**src/rtl/mem_wb_pipe_stage.sv**
```systemverilog
// MEM->WB pipeline stage register with valid/ready handshake and a 2-entry
// skid buffer. The main slot drives the WB-side outputs. The skid slot
// catches the one entry that can arrive while WB stalls, because ready_out
// is registered and lags by a cycle.
// Optional feature: define MEM_WB_FWD_EN to add the fwd_valid/fwd_dest/fwd_data
// forwarding outputs, which are taken from the main slot only.
module mem_wb_pipe_stage #(
  parameter int PC_W   = 32,
  parameter int DATA_W = 32,
  parameter int DEST_W = 5
) (
  input  logic              clk,
  input  logic              rst,
  input  logic              flush,
  input  logic              valid_in,
  output logic              ready_out,
  input  logic [PC_W-1:0]   PC_in,
  input  logic              WB_en_in,
  input  logic              MEM_R_EN_in,
  input  logic [DATA_W-1:0] ALU_result_in,
  input  logic [DATA_W-1:0] Mem_read_value_in,
  input  logic [DEST_W-1:0] Dest_in,
  output logic              valid_out,
  input  logic              ready_in,
  output logic [PC_W-1:0]   PC,
  output logic              WB_en,
  output logic              MEM_R_EN,
  output logic [DATA_W-1:0] ALU_result,
  output logic [DATA_W-1:0] Mem_read_value,
  output logic [DEST_W-1:0] Dest
`ifdef MEM_WB_FWD_EN
  ,
  output logic              fwd_valid,
  output logic [DEST_W-1:0] fwd_dest,
  output logic [DATA_W-1:0] fwd_data
`endif
);

  // One entry is all six fields concatenated, PC in the top bits
  localparam int ENT_W = PC_W + 2 + 2 * DATA_W + DEST_W;

  typedef enum logic [1:0] {
    EMPTY = 2'd0,
    ONE   = 2'd1,
    FULL  = 2'd2
  } state_t;

  state_t            state;
  logic [ENT_W-1:0]  main_q;
  logic [ENT_W-1:0]  skid_q;
  logic [ENT_W-1:0]  in_ent;
  logic              main_wb_en;
  logic              acc;
  logic              take;

  assign in_ent = {PC_in, WB_en_in, MEM_R_EN_in, ALU_result_in, Mem_read_value_in, Dest_in};

  assign valid_out = (state != EMPTY);
  assign acc       = valid_in & ready_out;
  assign take      = valid_out & ready_in;

  // Slot occupancy, slot contents and registered ready. The flush and drain
  // paths leave the data fields untouched; only the occupancy changes.
  always_ff @(posedge clk or negedge rst) begin
    if (!rst) begin
      state     <= EMPTY;
      ready_out <= 1'b1;
      main_q    <= '0;
      skid_q    <= '0;
    end else if (flush) begin
      state     <= EMPTY;
      ready_out <= 1'b1;
    end else begin
      case (state)
        EMPTY: begin
          if (acc) begin
            main_q <= in_ent;
            state  <= ONE;
          end
        end
        ONE: begin
          if (acc && take) begin
            main_q <= in_ent;
          end else if (take) begin
            state <= EMPTY;
          end else if (acc) begin
            skid_q    <= in_ent;
            state     <= FULL;
            ready_out <= 1'b0;
          end
        end
        FULL: begin
          if (take) begin
            main_q    <= skid_q;
            state     <= ONE;
            ready_out <= 1'b1;
          end
        end
        default: begin
          state     <= EMPTY;
          ready_out <= 1'b1;
        end
      endcase
    end
  end

  assign {PC, main_wb_en, MEM_R_EN, ALU_result, Mem_read_value, Dest} = main_q;

  // A held but invalid entry must never request a register write
  assign WB_en = main_wb_en & valid_out;

`ifdef MEM_WB_FWD_EN
  assign fwd_valid = valid_out & WB_en & (Dest != '0);
  assign fwd_dest  = Dest;
  assign fwd_data  = MEM_R_EN ? Mem_read_value : ALU_result;
`endif

endmodule
```
**config.mk**
```make
export PLATFORM = sky130hd
export DESIGN_NAME = mem_wb_pipe_stage
export DESIGN_NICKNAME = d
export VERILOG_FILES = /design/src/rtl/mem_wb_pipe_stage.sv
export SDC_FILE = /design/constraint.sdc
export NUM_CORES = 1
export LEC_CHECK = 0
export CAP_MARGIN = 20
export CORE_ASPECT_RATIO = 0.75
export CORE_MARGIN = 10
export CORE_UTILIZATION = 46
export CTS_CLUSTER_SIZE = 16
export DETAILED_ROUTE_END_ITERATION = 16
export PLACE_DENSITY = 0.77
export SETUP_SLACK_MARGIN = 0.5
export SLEW_MARGIN = 20
export SYNTH_ARGS = -nofsm -noshare
export SYNTH_HDL_FRONTEND = slang
export SYNTH_SLANG_ARGS = --single-unit
```
**constraint.sdc**
```tcl
create_clock -name clk -period 1.5 [get_ports clk]
set_input_delay 0.45 -clock clk [delete_from_list [all_inputs] [get_ports clk]]
set_output_delay 0.45 -clock clk [all_outputs]
set_load 0.01 [all_outputs]
```
# Word-level counts from Yosys, hierarchy flattened
# Index checks and enable logic that the tools add are counted.
[op_classes]
addsub = 0
multipliers = 0
n_div = 0
magnitude_cmp = 0
eq_ne = 12
n_shift = 0
muxes = 17
bitwise = 6
n_reduce_logical = 8
[op_table]
columns = ["operator", "n"]
rows = [
  ["103-bit two-way mux", 3],
  ["103-bit one-hot mux with 3 select lines", 1],
  ["3-bit != test, second input constant", 5],
  ["5-bit AND reduction", 3],
  ["2-bit two-way mux", 6],
  ["2-bit != test, second input constant", 4],
  ["2-bit one-hot mux with 3 select lines", 1],
  ["1-bit two-way mux", 5],
  ["4-bit != test, second input constant", 1],
  ["4-bit AND reduction", 1],
  ["1-bit AND", 3],
  ["1-bit NOT", 3],
  ["1-bit one-hot mux with 3 select lines", 1],
  ["3-bit nonzero test", 1],
  ["2-bit by 1-bit equality test with 1-bit output, second input constant", 1],
  ["2-bit equality test, second input constant", 1],
  ["2-bit logical NOT", 1],
  ["2-bit nonzero test", 1],
  ["1-bit logical AND", 1],
]
[totals]
register_bits = 209
latchBits = 0
ram_bits = 0
rom_bits = 0
in_bits = 108
out_inout_bits = 105
elab_cells = 47
memories = 0

# Longest topological paths before layout
[logic_depth]
ltp_word = 6
mapped_depth = 8
mapped_depth_nobuf = 4

# Worst setup path after synthesis
# No wires, ideal clock.
[synth_path]
kind = "reg2reg"
startpoint = "register state[0]"
endpoint = "register main_q[21]"
setup_time_ns = 0.075
arrival_time_ns = 1.554
required_ns = 1.425
path_slack_ns = -0.129
path_stages_with_launch = 9
path_buffers = 4
synth_period_minus_slack_ns = 1.629
path_cell_list = "dfrtp_1 > buf_2 > and3b_1 > o31ai_4 > buf_6 > buf_6 > buf_8 > nand2_2 > o21ai_2"
[synth_via]
elab_chain_len = 5
elab_cells_between_ends = 12
cone_classes = "eq/ne (5); mux (1); bitwise (1); reduce/logical (5)"
[synth_lines]
columns = ["item", "line", "source"]
rows = [
  ["start: declaration", "48", "state_t state;"],
  ["start signal: assignment", "66", "state <= EMPTY;"],
  ["start signal: assignment", "71", "state <= EMPTY;"],
  ["start signal: assignment", "78", "state <= ONE;"],
  ["2-bit nonzero test", "58", "assign valid_out = (state != EMPTY);"],
  ["1-bit AND", "60", "assign take = valid_out & ready_in;"],
  ["1-bit logical AND", "82", "if (acc && take) begin"],
  ["2-bit != test (no source line)", "-", ""],
  ["5-bit AND reduction (no source line)", "-", ""],
  ["end signal: assignment", "77", "main_q <= in_ent;"],
  ["end signal: assignment", "83", "main_q <= in_ent;"],
  ["end signal: assignment", "94", "main_q <= skid_q;"],
  ["end: declaration", "49", "logic [ENT_W-1:0] main_q;"],
]
# Several ways; a longest one is shown, not always the timed one.
# A chain may end at the register's enable or synchronous reset.

# Final worst setup path
[layout_path]
startpoint = "register state[1]"
endpoint = "register skid_q[59]"
[layout_via]
elab_chain_len = 5
elab_cells_between_ends = 7
cone_classes = "eq/ne (1); bitwise (3); reduce/logical (3)"
[layout_lines]
columns = ["item", "line", "source"]
rows = [
  ["2-bit nonzero test", "58", ""],
  ["1-bit AND", "60", ""],
  ["1-bit logical AND", "82", ""],
  ["1-bit NOT (no source line)", "-", ""],
  ["5-bit AND reduction (no source line) *", "-", ""],
  ["end signal: assignment", "87", "skid_q <= in_ent;"],
  ["end: declaration", "50", "logic [ENT_W-1:0] skid_q;"],
]
# Every way passes the cells marked *; elsewhere a longest branch is shown, timed or not.

==> results.md <==
- Die height: 146 um
- Num rows: 45
- Post-Route WL: 29500 um
- Layout area overhead: 53.4%
- CTS tree: built
- VDD IR max: 0.809 mV
- Failing checks: negative setup slack
- Root buf cell: clkbuf_16
- First-pass GRT wire length: 39300 um
- FFs w/ async S/R, synth: 100%
- Buffers on Ports: 212
- Finish-stage setup viols: 231
- Insertion delay to the later sink of the worst-skew pair: 0.50 ns
- WP depth: 8
- Sequential fraction of the synthesis area: 54.0%
- Via count: 7057
- Largest net degree at the start of global routing: 41
- GP Congestion: 0.802
- Clock buffer depth: 3
- Syn Inst Count: 790
- Met2 usage: 27.9%
- Top cell type's share of synthesized area: 53.7%
- Via count of the first global-routing pass: 6971
- Yosys reg bits: 209
- Slew HR: 80.3%
- Most used routing layer in global routing: met2
- Critical-path maximum fanout: 7
- Slowest-stage cell, CP: dfrtp_1
- Die width: 188 um
- GRT Util Overall: 17.5%
- Core Region: 0.0205 mm2
- Dominant cell type by area after synthesis: dfrtp_1
- CP cell instances: buf_6, buf_6, nor2b_4, nand4_1, buf_6, buf_12, clkbuf_16, mux2_4
- Mapped Nets: 898
- Via density: 5.10
- Initial antenna violation count: 2
- HPWL after DPL: 16200 um
- GRT met1 Usage: 23.1%
- RSZ-0062 raised after global routing: true
- Lkg Pwr: 6.96 nW
- DRC Markers: 0
- EDFF count, synth: 0
- Final hold vios: 0
- Critical Path RT: 1.87 ns
- Layout Utilization: 72.5%
- Proportion of layout cells with a drive suffix above 1: 53.7%
- Outcome: finished, violations left
- Kind of capture point of the worst setup path: flop
- Htree depth: 1
- Synth top cells by count: dfrtp_1 (208), buf_4 (104), mux2_2 (103), mux2i_1 (103), nand2_1 (77)
- Setup slack after layout: -0.347 ns
- Antenna Nets Post-Route: 0
- Post-Syn Area: 0.00969 mm2
- Area contributors post-synth: dfrtp_1 (54%), mux2_2 (12%), mux2i_1 (11%)
- Top FF cell, synth: dfrtp_1
- CP bufs+invs: 5
- Fmax: 0.541 GHz
- Critical path's largest stage delay: 0.40 ns
- Initial core utilization: 47.3%
- Clk sink count: 209
- Final #Nets: 1193
- Most frequent CP cell: buf_6
- Period utilization: 123%
- Wire length per cell: 21.3 um
- Inserted Diodes: 0
- Max Clock Skew: 0.0101 ns
- Most numerous cell in the Yosys netlist: dfrtp_1
- PwrDens: 1350 mW/mm2
- Final min period: 1.85 ns
- FF-to-FF path depth: 8
- Worst hold path type: input pin to asynchronous set/reset pin
- Setup CP Type: flop to flop
- Arrival time worst endpoint: 2.22 ns
- Die area: 0.0273 mm2
- I/O pin cnt: 213
- Total CTS buffers: 22
- Synth warn: 0
- # Max-Cap Violations: 0
- Clock transition at path regs: 0.06 ns
- Setup_tns: -60.56 ns
- Synth unique cells: 30
- Critical path's top delay family: buffers and inverters
- 1st-pass router iterations: 4
- Crit start category: flop
- Worst-Margin Slew: 0.287 ns
- Initial drt markers: 471
- Total grt overflow: 0
- Mean post-synth cell area: 12.3 um2
- Max-slew violations: 0
- Met3 usage: 5.57%
-- cell families (layout without fill, tap and decap cells) --
logic type / Yosys count / in the layout / synth area share, %
buffers and inverters: 148 / 459 / 10.7
DFF: 209 / 209 / 54.0
muxes: 206 / 206 / 22.6
and+or+nand+nor: 119 / 119 / 5.78
AOI/OAI and AO/OA: 108 / 108 / 6.96
-- what timing repair did --
action,in CTS,in global routing
hold buffers,1,0
cloned,11,21
hold endpoints to repair,21,0
pin swaps,5,24
setup buffers,60,60
setup endpoints to repair,314,355
resized for setup,531,176
-- power breakdown --
group	internal (mW)	switching, mW
Combinational	3.76	2.35
Clock	3.40	2.29
Sequential	7.22	1.09
Total	14.4	5.73
-- per-layer routing --
layer,vias up,part of all wire [%]
li1,3215,-
met1,3565,42
met2,224,49
met3,49,6.2
met4,4,2.0
met5,-,0.058
-- sequential cells by signal, indices dropped and copies added, names as in the netlist --
name,count
main_q,103
ready_out,1
skid_q,103
state,2
-- layout by cell type, fill, tap and decap left out, drive strengths merged, types with 2 or more instances in the layout --
| cell | instances |
|---|---|
| a21oi | 2 |
| clkbuf | 50 |
| buf | 295 |
| nand2 | 107 |
| o21ai | 103 |
| nor2b | 2 |
| bufinv | 2 |
| nor2 | 2 |
| mux2i | 103 |
| clkinv | 3 |
| or2 | 2 |
| clkdlybuf4s50 | 106 |
| mux2 | 103 |
| dfrtp | 208 |
-- area by class of cell --
type / count / area [um2]
clock buffer: 34 / 667
multi-input combinational: 433 / 4000
tap: 282 / 353
sequential: 209 / 5230
fill: 1343 / 5630
inverter: 1 / 3.75
clock inverter: 6 / 82.6
timing repair buffer: 418 / 4530
-- through the flow --
step	power, mW	instances	hold WS, ns	instance area (um2)	setup slack, ns
global route	21.0	1383	0.413	14900	-0.451
global placement	12.7	1190	0.377	12000	-0.633
floorplan	11.3	790	0.154	10000	-0.128
finish	20.1	1383	0.391	14900	-0.347
detailed placement	12.9	1190	0.382	12000	-0.684
CTS	18.8	1302	0.415	13300	-0.343
-- worst register-to-register path: cells and delay by family, from the launching register on --
kind,cells,cell delay (ns)
DFF,1,0.40
and+or+nand+nor,2,0.28
muxes,1,0.30
buffers and inverters,5,0.75
-- worst paths after layout --
check,startpoint,end,slack (ns)
min in group clk,main_q[83]$_DFFE_PN0P_,main_q[83]$_DFFE_PN0P_,0.49
hold / removal,rst,skid_q[67]$_DFFE_PN0P_,0.39
hold reg to reg,main_q[83]$_DFFE_PN0P_,main_q[83]$_DFFE_PN0P_,0.49
setup / recovery,state[1]$_DFFE_PN0P_,skid_q[59]$_DFFE_PN0P_,-0.35
max in group asynchronous,rst,main_q[23]$_DFFE_PN0P_,0.58
setup reg to reg,state[1]$_DFFE_PN0P_,skid_q[59]$_DFFE_PN0P_,-0.35
No activity file was read; power rests on OpenSTA's default activity.
